File: src/rtl/mp3_sdi_if.sv
// mp3_sdi_if: serial MP3 link lines plus the local byte-consumer side of the receiver.
interface mp3_sdi_if;
   logic       mp3_clk;
   logic       mp3_dat;
   logic       mp3_sync;
   logic       mp3_req;
   logic [7:0] rd_data;
   logic       rd_valid;
   logic       rd_stb;
   logic       clr;
   logic       ovf;
   logic       frm_err;
   logic [15:0] byte_cnt;
   modport master (output mp3_clk, mp3_dat, mp3_sync, rd_stb, clr,
                   input  mp3_req, rd_data, rd_valid, ovf, frm_err, byte_cnt);
   modport slave  (input  mp3_clk, mp3_dat, mp3_sync, rd_stb, clr,
                   output mp3_req, rd_data, rd_valid, ovf, frm_err, byte_cnt);
endinterface

File: src/rtl/mp3_sdi_rx.sv
// mp3_sdi_rx: decoder-side SDI receiver; syncs the serial link, assembles MSB-first bytes
// and buffers them in a show-ahead FIFO whose fill level drives mp3_req.
module mp3_sdi_rx #(
   parameter int DEPTH    = 16,
   parameter int REQ_FREE = 8
) (
   input  logic     clk,
   input  logic     rst,
   mp3_sdi_if.slave s
);
   localparam int AW = $clog2(DEPTH);
   localparam logic [AW:0] ONE     = (AW+1)'(1);
   localparam logic [AW:0] FULL_N  = (AW+1)'(DEPTH);
   localparam logic [AW:0] REQ_MAX = (AW+1)'(DEPTH - REQ_FREE);

   typedef enum logic {IDLE, SHIFT} state_t;
   state_t st, st_n;

   logic [2:0]  ck_q;
   logic [1:0]  dt_q, sy_q;
   logic [2:0]  bc, bc_n;
   logic [7:0]  sh, sh_n;
   logic        push, push_n, ferr_set;
   logic        bit_ev, dt, sy;
   logic [AW:0] wp, rp, cnt;
   logic [7:0]  mem [DEPTH];
   logic        full, pop, wr, rd_valid;
   logic        ovf_q, ferr_q, req_q;
   logic [15:0] bcnt_q;

   assign bit_ev = ck_q[1] & ~ck_q[2];
   assign dt = dt_q[1];
   assign sy = sy_q[1];
   assign cnt = wp - rp;
   assign full = cnt == FULL_N;
   assign rd_valid = cnt != '0;
   assign pop = s.rd_stb & rd_valid;
   // a pop in the same cycle frees the slot the push needs
   assign wr = push & (~full | pop);

   assign s.rd_valid = rd_valid;
   assign s.rd_data  = rd_valid ? mem[rp[AW-1:0]] : 8'h00;
   assign s.ovf      = ovf_q;
   assign s.frm_err  = ferr_q;
   assign s.byte_cnt = bcnt_q;
   assign s.mp3_req  = req_q;

   always_ff @(posedge clk or posedge rst) begin
      if (rst) begin
         ck_q <= '0;
         dt_q <= '0;
         sy_q <= '0;
         st   <= IDLE;
         bc   <= '0;
         sh   <= '0;
         push <= 1'b0;
      end else begin
         ck_q <= {ck_q[1:0], s.mp3_clk};
         dt_q <= {dt_q[0], s.mp3_dat};
         sy_q <= {sy_q[0], s.mp3_sync};
         st   <= st_n;
         bc   <= bc_n;
         sh   <= sh_n;
         push <= push_n;
      end
   end

   // sync always restarts a byte; mid-byte it also flags a framing error
   always_comb begin
      st_n     = st;
      bc_n     = bc;
      sh_n     = sh;
      push_n   = 1'b0;
      ferr_set = 1'b0;
      if (bit_ev) begin
         if (sy) begin
            st_n     = SHIFT;
            bc_n     = 3'd1;
            sh_n     = {7'd0, dt};
            ferr_set = st == SHIFT;
         end else if (st == SHIFT) begin
            sh_n   = {sh[6:0], dt};
            bc_n   = bc == 3'd7 ? 3'd0 : bc + 3'd1;
            st_n   = bc == 3'd7 ? IDLE : SHIFT;
            push_n = bc == 3'd7;
         end
      end
   end

   always_ff @(posedge clk) begin
      if (wr) mem[wp[AW-1:0]] <= sh;
   end

   always_ff @(posedge clk or posedge rst) begin
      if (rst) begin
         wp     <= '0;
         rp     <= '0;
         ovf_q  <= 1'b0;
         ferr_q <= 1'b0;
         bcnt_q <= '0;
         req_q  <= 1'b1;
      end else begin
         if (wr) wp <= wp + ONE;
         if (pop) rp <= rp + ONE;
         ovf_q  <= (push & ~wr) | (ovf_q & ~s.clr);
         ferr_q <= ferr_set | (ferr_q & ~s.clr);
         bcnt_q <= s.clr ? {15'd0, wr} : bcnt_q + {15'd0, wr};
         req_q  <= cnt <= REQ_MAX;
      end
   end
endmodule
File: src/flat_wrapper.sv
// flat-port wrapper written by rule: the top's interface ports become plain ports
module mp3_sdi_rx_flat 
#(
   parameter int DEPTH    = 16,
   parameter int REQ_FREE = 8
)
  (clk, rst, s_mp3_clk, s_mp3_dat, s_mp3_sync, s_rd_stb, s_clr, s_mp3_req, s_rd_data, s_rd_valid, s_ovf, s_frm_err, s_byte_cnt);
  mp3_sdi_if s_i ();
  input  logic clk;
  input  logic rst;
  input wire logic [$bits(s_i.mp3_clk)-1:0] s_mp3_clk;
  input wire logic [$bits(s_i.mp3_dat)-1:0] s_mp3_dat;
  input wire logic [$bits(s_i.mp3_sync)-1:0] s_mp3_sync;
  input wire logic [$bits(s_i.rd_stb)-1:0] s_rd_stb;
  input wire logic [$bits(s_i.clr)-1:0] s_clr;
  output wire logic [$bits(s_i.mp3_req)-1:0] s_mp3_req;
  output wire logic [$bits(s_i.rd_data)-1:0] s_rd_data;
  output wire logic [$bits(s_i.rd_valid)-1:0] s_rd_valid;
  output wire logic [$bits(s_i.ovf)-1:0] s_ovf;
  output wire logic [$bits(s_i.frm_err)-1:0] s_frm_err;
  output wire logic [$bits(s_i.byte_cnt)-1:0] s_byte_cnt;
  assign s_i.mp3_clk = s_mp3_clk;
  assign s_i.mp3_dat = s_mp3_dat;
  assign s_i.mp3_sync = s_mp3_sync;
  assign s_i.rd_stb = s_rd_stb;
  assign s_i.clr = s_clr;
  assign s_mp3_req = s_i.mp3_req;
  assign s_rd_data = s_i.rd_data;
  assign s_rd_valid = s_i.rd_valid;
  assign s_ovf = s_i.ovf;
  assign s_frm_err = s_i.frm_err;
  assign s_byte_cnt = s_i.byte_cnt;
  mp3_sdi_rx #(.DEPTH(DEPTH), .REQ_FREE(REQ_FREE)) u_core (.clk(clk), .rst(rst), .s(s_i));
endmodule
File: config.mk
export PLATFORM = sky130hd
export DESIGN_NAME = mp3_sdi_rx_flat
export DESIGN_NICKNAME = d
export VERILOG_FILES = /design/src/rtl/mp3_sdi_if.sv /design/src/rtl/mp3_sdi_rx.sv /design/src/flat_wrapper.sv
export SDC_FILE = /design/constraint.sdc
export NUM_CORES = 1
export LEC_CHECK = 0
export ABC_AREA = 1
export BUFFER_PORTS_ARGS = -buffer_cell sky130_fd_sc_hd__clkbuf_2
export CAP_MARGIN = 20
export CORE_MARGIN = 4
export CORE_UTILIZATION = 54
export CTS_CLUSTER_SIZE = 30
export DETAILED_ROUTE_END_ITERATION = 10
export PLACE_DENSITY = 0.7
export RECOVER_POWER = 100
export SETUP_SLACK_MARGIN = 0.4
export SKIP_LAST_GASP = 1
export SLEW_MARGIN = 20
export SYNTH_ARGS = -nofsm -noshare
export SYNTH_HDL_FRONTEND = slang
export SYNTH_SLANG_ARGS = --single-unit
File: constraint.sdc
create_clock -name clk -period 8.15 [get_ports clk]
set_input_delay 0.4075 -clock clk [delete_from_list [all_inputs] [get_ports clk]]
set_output_delay 0.4075 -clock clk [all_outputs]
set_load 0.02 [all_outputs]
==> results.md, run 1 <==
* Outcome: finished, violations left
* Failing checks: capacitance limit, slew limit
* Clock slew at reported path FFs at ~0.070 ns
* DR vias/cell at between 5 and 6
* Grt ovf at 0
* Power density over cell area at about 290 mW/mm²
* Final Cell Area at roughly 0.0084 mm²
* CTS hold repair buffers at 0
* #FFs+latches synth at around 180
* Layout net count at roughly 790
* Critical-path top delay cell: dfrtp_1
* RSZ-0062 raised after global routing: false
* Slew margin rel. at -0.432
* Crit path DAT at 4.53 ns
* Die height at around 130 µm
* Placed cell areas at a little under 0.008 mm²
* WL final at around 16000 µm
* Cells after Synth at approximately 740
* TritonRoute pass-1 iters at 5
* Largest net degree at the start of global routing at 70
* Main synth FF type: edfxtp_1
* Worst hold path type: primary input to flop
* Clock buffer depth at 2
* Via count at ~5300
* Syn nets at between 700 and 800
* Mapped Avg Cell Area at roughly 10 µm²
* Number of DRC markers in iteration 0 at approximately 580
* Hold depth at 1
* EDFF count, synth at ~130
* Reg2reg start: u_core.rp[2]
* R2R Setup Slk at approximately 3.9 ns
* CTS sink count at 177
* Die ar. at around 0.016 mm²
* Layout overhead on the synthesized area at 10.1%
* Buffers on Ports at 34
* DRC errors left at 0
* CTS Buf Count at 17
* Crit. End Element: flop
* Max Fclk at about 240 MHz
* MaxCap Viol Count at 1
* Final setup violating endpoints at 0
* Worst clock skew at ~0.0073 ns
* Routed wire per std cell at 17.0 µm
* Synth area leaders: edfxtp_1 (50%), dfrtp_1 (16%), nand2_1 (12%)
* Critical path startpoint category: flop
* Netlist cell types at 35
* Diodes inserted at 0
* Worst hold slack at 0.0816 ns
* Crit-path cells: clkinv_1 > ha_1 > nand2_1 > inv_1 > nand2_1 > nand2_1 > nand2_1 > nand2_1 > nand3_1 > nand2_1 > inv_1 > ha_1 > nand2_1 > nor2_1 > nand2_1 > nor3_1 > nand4_1 > nand2_1 > nor2_1
* Rows at 43
* Worst Max-Slew Pin Slew at approximately 2.1 ns
* Worst path most repeated cell: nand2_1
* TritonCTS clock tree: yes
* Worst-Skew Late Latency at about 0.43 ns
* Quantity of gates resized following cts at 0
* Slowest cell delay on critical path at approximately 0.65 ns
* Core footprint at 0.0139 mm²
* Placer Congestion at between 0.9 and 1
* Hpwl dp at 10400 µm
* ANT nets after route at 0
* Fin. Hold Viols at 0
* Seq/Total Area, Yosys at 0.662
* Gr usage total at 0.214
* Area leader, netlist: edfxtp_1
* Netlist Area Pre-Place at 0.00766 mm²
* Slew Limit Fails at 50
* Synth top area share at 0.501
* Chip width at 127 µm
* Share of cells above drive strength 1 at 0.0591
* First-pass GRT wire length at between 20000 and 30000 µm
* Hold_sp: s_mp3_clk
* Htree depth at 4
* Initial Utilization at 0.552
* CP Max Fanout at 22
* WP data required at 8.47 ns
* Critical path class: flop to flop
* VDD IR-drop max at 0.143 mV
* # IOs at 35
* Synth warn at 0
* Final setup TNS at 0 ns
* Buffers inserted by post-CTS timing repair at 0
* Async SR Flop Fraction at 0.277
* Hold Path Sink: u_core.ck_q[0]
* Fin crit period at around 4.2 ns
* R2R Path End: u_core.s.byte_cnt[8]
* Final Cycle Share at 0.517
* Worst reg-to-reg path cell count at 19
* Vias in the first global route at ~5000
* Fillers at approximately 1200
* CTS root buf: clkbuf_16
* Initial antenna violation count at 0
* Layout Utilization at 0.608
* Lkg Pwr at ~3.4 nW
-- critical path, delay by kind of cell, from the launching register on --
kind / cells / cell delay, ns
simple gates: 14 / 2.13
fa+ha+maj: 2 / 0.67
flops: 1 / 0.65
buf+inv: 3 / 0.65
-- report_power, final --
part | total (mW) | switching [mW] | leakage [nW] | internal, mW
logic | 0.633 | 0.452 | 1.29 | 0.181
registers | 1.02 | 0.0323 | 1.83 | 0.988
clock network | 0.778 | 0.347 | 0.291 | 0.431
total | 2.43 | 0.832 | 3.41 | 1.60
-- cell usage after synthesis (all sizes together) (2+ instances only) --
cell / count
a21oi: 12
o21ai: 13
nand2: 242
clkbuf: 11
nor2: 46
o22ai: 6
clkinv: 2
xnor2: 4
edfxtp: 128
ha: 13
buf: 18
nand4: 2
xor2: 6
dfrtp: 48
a32o: 2
nand3: 125
inv: 48
nor3: 5
-- layout by cell type, fill, tap and decap left out --
cell type / instances
nand3_1: 124
xor2_1: 6
nand3_2: 1
a211oi_1: 1
dfstp_2: 1
inv_6: 3
a31o_2: 1
a21oi_1: 12
edfxtp_1: 128
clkinv_4: 1
clkinv_1: 2
dfrtp_1: 47
nand4_1: 2
o22ai_1: 6
inv_1: 47
nor2_1: 46
a32o_1: 2
clkinv_2: 3
clkbuf_8: 2
nand2_1: 242
clkinvlp_2: 1
xnor2_1: 4
inv_4: 3
clkbuf_16: 18
inv_8: 2
dfrtp_2: 1
nor3_1: 5
nor4_1: 1
clkbuf_1: 29
or2_0: 1
nor3b_1: 1
buf_4: 4
ha_1: 13
o21ai_0: 13
clkbuf_2: 5
-- registers in the layout (all words and copies together), names as in the netlist, 2 cells and up --
register and flops:
u_core.dt_q 2, u_core.mem 128, u_core.sh 8, u_core.bc 3
u_core.ck_q 3, u_core.rp 5, u_core.wp 5, u_core.sy_q 2
u_core.s.byte_cnt 16
-- per-layer routing --
metal	GRT usage	wire (µm)
met1	0.304	7420
met2	0.333	7700
met3	0.0397	755
met4	0.0814	385
met5	0	0
-- cell families after synthesis --
group	Yosys count	synth area share
AOI/OAI and AO/OA	35	0.0264
adders and majority gates	13	0.0212
and+or+nand+nor	423	0.237
DFF	177	0.662
buffers and inverters	79	0.0424
xor gates and xnor gates	10	0.0114
-- cell type report --
| cell class | count | area (µm²) | share of cell area |
|---|---|---|---|
| Multi-Input combinational cell | 481 | 2220 | 0.263 |
| Timing Repair Buffer | 38 | 164 | 0.0194 |
| Tap cell | 180 | 225 | 0.0267 |
| Clock buffer | 20 | 478 | 0.0566 |
| Inverter | 50 | 189 | 0.0224 |
| Sequential cell | 177 | 5070 | 0.601 |
| Clock inverter | 12 | 91.3 | 0.0108 |
-- metrics by stage --
| stage | total power [mW] | std cells | setup slack [ns] |
|---|---|---|---|
| 2_1_floorplan | 1.50 | 737 | 5.22 |
| 4_1_cts | 2.46 | 958 | 4.63 |
| 3_5_place_dp | 1.68 | 926 | 4.71 |
| 3_3_place_gp | 1.67 | 926 | 4.84 |
| 6_report | 2.43 | 958 | 3.94 |
| 5_1_grt | 2.56 | 958 | 3.50 |
-- worst max-delay path by stage --
stage	from	to	slack [ns]	cells past startpoint
floorplan	u_core.rp[1]	u_core.s.byte_cnt[11]	5.22	22
global placement	u_core.rp[2]	u_core.s.byte_cnt[11]	4.84	19
detailed placement	u_core.rp[2]	u_core.s.byte_cnt[11]	4.71	20
CTS	u_core.rp[2]	s_rd_data[5]	4.63	10
global route	u_core.rp[2]	u_core.s.byte_cnt[10]	3.50	17
finish	u_core.rp[2]	u_core.s.byte_cnt[8]	3.94	19
(Power assumes the default switching activity.)
==> inputs of run 2 (changes only) <==
ABC_AREA = 0   (was 1)
clock period = 4.2 ns   (was 8.15 ns; I/O delays follow)
==> results.md, run 2 <==
* Commonest cells in the netlist: edfxtp_1 (128), dfrtp_1 (48), nand2_1 (43), mux4_2 (32), and3_1 (21)
* Fin. Hold Viols at 0
* Synth area leaders: edfxtp_1 (53%), dfrtp_1 (16%), mux4_2 (9.9%)
* Multi-input gate area at between 0.002 and 0.0025 mm²
* Slew margin rel. at -0.430
* Max Fclk at 280 MHz
* RSZ-0062 raised after global routing: false
* Failing checks: capacitance limit, slew limit
* Crit path DAT at between 3 and 4 ns
* Placed Instances at roughly 640
* DR vias/cell at 5.78
* Final setup TNS at 0 ns
* Hpwl dp at ~9000 µm
* Worst clock skew at between 0.006 and 0.007 ns
* Worst hold path type: primary input to flop
* Initial antenna violation count at 0
* CTS root buf: clkbuf_16
* VDD IR-drop max at 0.334 mV
* Cells after Synth at ~440
* R2R Setup Slk at slightly below 1 ns
* Synth top area share at 0.527
* Fin crit period at approximately 3.6 ns
* DRC errors left at 0
* Share of cells above drive strength 1 at 0.161
* Met3 Use GR at 0.0433
* Most common cell after layout, fill and taps aside: edfxtp_1
* First-pass GRT wire length at between 20000 and 25000 µm
* TritonRoute pass-1 iters at 4
* Largest net degree at the start of global routing at 50
* Worst-Skew Late Latency at ~0.42 ns
* R2R Path End: u_core.rp[1]
* Critical path class: flop to primary output
* Grt ovf at 0
* Clock buffer depth at 2
* Syn nets at between 400 and 500
* Most numerous cell in the Yosys netlist: edfxtp_1
* Rows at 42
* Gr usage total at 0.193
* CTS Buf Count at 17
* Reg2reg start: u_core.rp[3]
* Buffers on Ports at 34
* Crit path launch: u_core.rp[3]
* Htree depth at 4
* Register area at slightly above 0.005 mm²
* Final Cycle Share at 0.849
* Layout overhead on the synthesized area at 12.4%
* Slew Limit Fails at 50
* MaxCap Viol Count at 1
* # IOs at 35
* Crit path to: s_rd_data[2]
* Mapped Avg Cell Area at about 16 µm²
* Quantity of gates resized following cts at 0
* Via count at 3931
* Met2 Use GR at 0.310
* Fillers at around 1000
* M1 GR Usage at 0.259
* Crit path setup slack, layout at approximately 0.63 ns
* Seq/Total Area, Yosys at 0.695
* Main synth FF type: edfxtp_1
* Async SR Flop Fraction at 0.277
* Synth warn at 0
* Grt peak-use layer: met2
* Crit. End Element: primary output
* Lkg Pwr at 2.96 nW
* Layout net count at ~510
* Layout Cells excl Fill at 680
* Chip width at 124 µm
* Number of DRC markers in iteration 0 at between 300 and 400
* CTS sink count at around 180
* #FFs+latches synth at 177
* WL final at 14100 µm
* TritonCTS clock tree: yes
* Worst Max-Slew Pin Slew at about 2.1 ns
* Netlist cell types at 47
* Power density over cell area at between 500 and 600 mW/mm²
* Die height at roughly 120 µm
* Initial Utilization at 0.551
* Outcome: finished, violations left
* WP data required at 3.99 ns
* Diodes inserted at 0
* Netlist Area Pre-Place at about 0.0073 mm²
* Critical path startpoint category: flop
* Pre-CTS setup slack at 1.05 ns
* Die ar. at between 0.015 and 0.02 mm²
* Routed wire per std cell at between 20 and 25 µm
* Vias in the first global route at 4030
* Commonest cells after routing, fill and taps aside: edfxtp_1 (128), dfrtp_1 (47), nand2_1 (43), clkbuf_1 (36), mux4_2 (32)
* ANT nets after route at 0
* CP Max Fanout at 13
* Clock slew at reported path FFs at around 0.06 ns
* Placer Congestion at between 0.8 and 0.9
* Core footprint at between 0.01 and 0.015 mm²
* Max reg flops at around 130
* Area leader, netlist: edfxtp_1
* Worst reg-to-reg path cell count at 7
* Final setup violating endpoints at 0
* EDFF count, synth at approximately 130
[run 2: changes by cell type in the layout (fill, tap and decap cells not counted), moves of 5 or more]
cell	before	now
nand2_1	242	43
inv_1	47	8
xnor2_1	4	12
clkbuf_1	29	36
nand3_1	124	9
o21ai_0	13	7
a22o_1	0	10
o22ai_1	6	0
nor2b_1	0	5
mux4_2	0	32
nor2_1	46	13
and3_1	0	21
a311oi_1	0	8
[run 2: per-stage QoR]
step	total power [mW]	utilization	area, µm²	hold WS (ns)
4_1_cts	4.83	0.622	8240	0.0503
5_1_grt	5.00	0.619	8200	0.155
3_5_place_dp	3.39	0.579	7660	0.320
6_report	4.76	0.619	8200	0.162
3_3_place_gp	3.36	0.579	7660	0.322
2_1_floorplan	3.02	-	7300	0.241
[run 2: repair_timing]
item / CTS / global route
buffers inserted: 0 / 0
hold buffers: 3 / 1
hold endpoints to repair: 3 / 48
[run 2: critical path: stages (launching register included)]
cell and delay [ns]:
dfrtp_1 0.55, clkinv_1 0.31, ha_1 0.42, or4_1 0.54
a211oi_1 0.21, clkbuf_1 0.51, a311oi_1 0.17, clkbuf_1 0.22
[run 2: worst min path at each step]
stage / startpoint / endpoint / slack [ns] / depth (start not counted)
final: s_rd_stb / u_core.rp[2] / 0.16 / 3
after CTS: rst / u_core.s.byte_cnt[4] / 0.05 / 2
after detailed placement: s_mp3_clk / u_core.ck_q[0] / 0.32 / 1
after global placement: s_mp3_clk / u_core.ck_q[0] / 0.32 / 1
after global routing: s_rd_stb / u_core.rp[2] / 0.16 / 3
after floorplan: s_mp3_clk / u_core.ck_q[0] / 0.24 / 0
[run 2: final cells by class]
class	instances	area share
Sequential cell	177	0.618
Multi-Input combinational cell	236	0.255
Inverter	12	0.00564
Clock inverter	12	0.0134
Tap cell	176	0.0268
Clock buffer	20	0.0532
Timing Repair Buffer	47	0.0273
[run 2: kinds of logic (layout without fill, tap and decap cells)]
kind of cell             after synthesis  in the layout  share of synthesized area
flip-flops                           177            177                      0.695
AND/OR/NAND/NOR                      124            124                     0.0878
AO/OA/AOI/OAI                         41             41                     0.0441
multiplexers                          36             36                      0.105
buffers and inverters                 30             91                     0.0178
XOR/XNOR                              22             22                     0.0283
adder cells (fa/ha/maj)               13             13                     0.0223
[run 2: where the power goes]
group	leakage [nW]	total, mW	switching (mW)	internal (mW)
sequential	1.79	2.05	0.0928	1.96
combinational	0.914	1.26	0.744	0.518
clock	0.259	1.45	0.631	0.819
total	2.96	4.76	1.47	3.29
[run 2: routing by layer]
metal	part of all wire	up-vias
met5	0	-
met2	0.53	113
met4	0.011	0
li1	-	1798
met1	0.41	2008
met3	0.055	12
==> inputs of run 3 (changes only) <==
PLACE_DENSITY = 0.73   (was 0.7)
clock period = 3 ns   (was 4.2 ns; I/O delays follow)
==> results.md, run 3 (synthesis gave the netlist of run 2 again) <==
* Die height at 124 µm
* Number of DRC markers in iteration 0 at 378
* Critical path's top delay family: buffers and inverters
* Placed cell areas at just under 0.008 mm²
* VDD IR-drop max at 0.420 mV
* Diodes inserted at 0
* Worst Max-Slew Pin Slew at 2.17 ns
* DR vias/cell at just under 6
* Slowest cell delay on critical path at roughly 0.6 ns
* Core footprint at about 0.013 mm²
* Htree depth at 4
* Worst hold path type: primary input to flop
* Final Cell Area at 0.00845 mm²
* Slew margin rel. at -0.454
* Fin crit period at 2.81 ns
* Crit path DAT at roughly 2.9 ns
* DRC errors left at 0
* Net Sw Frac at 0.313
* Grt ovf at 0
* Largest net degree at the start of global routing at 50
* P_int at 4.84 mW
* CTS root buf: clkbuf_16
* Layout overhead on the synthesized area at 15.8%
* Slew Limit Fails at 50
* Clock buffer depth at 2
* CTS Buf Count at 17
* Outcome: finished, violations left
* Gr usage total at 0.209
* Initial antenna violation count at 0
* Placer Congestion at roughly 0.83
* TritonCTS clock tree: yes
* Worst-Skew Late Latency at between 0.4 and 0.5 ns
* Crit. End Element: flop
* Chip width at between 100 and 150 µm
* Initial Utilization at 0.551
* Worst clock skew at between 0.007 and 0.008 ns
* CP Max Fanout at 9
* Vias in the first global route at roughly 4100
* Final setup TNS at 0 ns
* Share of cells above drive strength 1 at 0.215
* Commonest cells after routing, fill and taps aside: edfxtp_1 (128), dfrtp_1 (44), nand2_1 (42), clkbuf_1 (36), mux4_2 (32)
* Via count at 4064
* Pre-CTS setup slack at roughly 0.34 ns
* Max reg flops at roughly 130
* # IOs at 35
* First-pass GRT wire length at 24300 µm
* RSZ-0062 raised after global routing: true
* Layout net count at around 520
* Fillers at 987
* Max Fclk at about 360 MHz
* Failing checks: capacitance limit, slew limit
* Final Cycle Share at 0.936
* Worst path most repeated cell: clkbuf_1
* Switching pwr at 2.20 mW
* Clock power share at 0.294
* Placed Instances at 645
* Power density over cell area at between 800 and 900 mW/mm²
* Fin. Hold Viols at 0
* CTS sink count at between 150 and 200
* Critical-path top delay cell: clkbuf_1
* Critical path startpoint category: flop
* WP buf/inv at 4
* Layout Cells excl Fill at 693
* ANT nets after route at 0
* Layout Utilization at 0.638
* WP data required at 3.06 ns
* Critical path class: flop to flop
* Reg power frac at 0.407
* Lkg Pwr at 3.07 nW
* Rows at 42
* Most common cell after layout, fill and taps aside: edfxtp_1
* Clock slew at reported path FFs at ~0.060 ns
* Crit-path cells: clkinv_4 > ha_4 > buf_4 > xnor2_1 > a2111oi_4 > clkbuf_1 > nor3b_1 > clkbuf_1
* Routed wire per std cell at between 20 and 25 µm
* Buffers on Ports at 34
* TritonRoute pass-1 iters at 5
* Final setup violating endpoints at 0
* MaxCap Viol Count at 1
* Hpwl dp at roughly 9600 µm
* Combinational Power Share at 0.300
* WL final at between 15000 and 20000 µm
* Crit path setup slack, layout at roughly 0.19 ns
* Die ar. at ~0.015 mm²
[run 3: cell count changes in the layout (fill, tap and decap cells not counted), sizes merged]
cell      change
bufinv        -1
clkinv        -5
inv           +1
clkinvlp      -1
clkbuf        +4
buf          +15
[run 3: worst reg2reg max path, stage by stage (launching register included)]
cell	delay, ns
dfrtp_1	0.39
clkinv_4	0.08
ha_4	0.23
buf_4	0.15
xnor2_1	0.52
a2111oi_4	0.08
clkbuf_1	0.19
nor3b_1	0.21
clkbuf_1	0.60
[run 3: power by group through the flow]
| stage | Combinational (mW) | Clock (mW) | Sequential (mW) |
|---|---|---|---|
| floorplan | 1.44 | 0 | 2.87 |
| finish | 2.11 | 2.07 | 2.86 |
| CTS | 2.08 | 2.10 | 2.86 |
| global placement | 1.84 | 0 | 2.91 |
| global route | 2.26 | 2.22 | 2.88 |
| detailed placement | 1.87 | 0 | 2.91 |
[run 3: path summary, 6_finish.rpt]
path	startpoint	endpoint	slack, ns	cells after the start
max reg2reg	u_core.rp[2]	u_core.mem[15][7]	0.19	8
max	u_core.rp[2]	u_core.mem[15][7]	0.19	8
min	s_rd_stb	u_core.rp[2]	0.10	3
min in group asynchronous	rst	u_core.sy_q[0]	0.82	3
min reg2reg	u_core.dt_q[0]	u_core.dt_q[1]	0.35	0
max in group asynchronous	rst	u_core.wp[2]	1.07	3
[run 3: cell type report]
cell class,instances,area [µm²],share of cell area
timing repair buffer,60,362,0.0428
clock buffer,26,512,0.0606
tap,176,220,0.0261
inverter,12,58.8,0.00696
clock inverter,6,42.5,0.00503
sequential,177,5080,0.601
multi-input combinational,236,2180,0.258
[run 3: metal layers]
metal / global-route usage / share of wire
met2: 0.319 / 0.49
met4: 0.0883 / 0.029
met1: 0.289 / 0.43
met3: 0.0540 / 0.059
met5: 0 / 0
[run 3: timing repair]
item	4_1_cts	5_1_grt
hold buffers	4	0
setup endpoints to repair	97	115
buffers inserted	9	3
hold endpoints to repair	51	0
gates resized for setup	21	26
pin swaps	5	4
[run 3: per-stage QoR]
stage	hold WS [ns]	total power, mW
final	0.102	7.04
after global routing	0.101	7.35
after CTS	0.0802	7.04
after detailed placement	0.260	4.79
after global placement	0.260	4.75
after floorplan	0.181	4.31
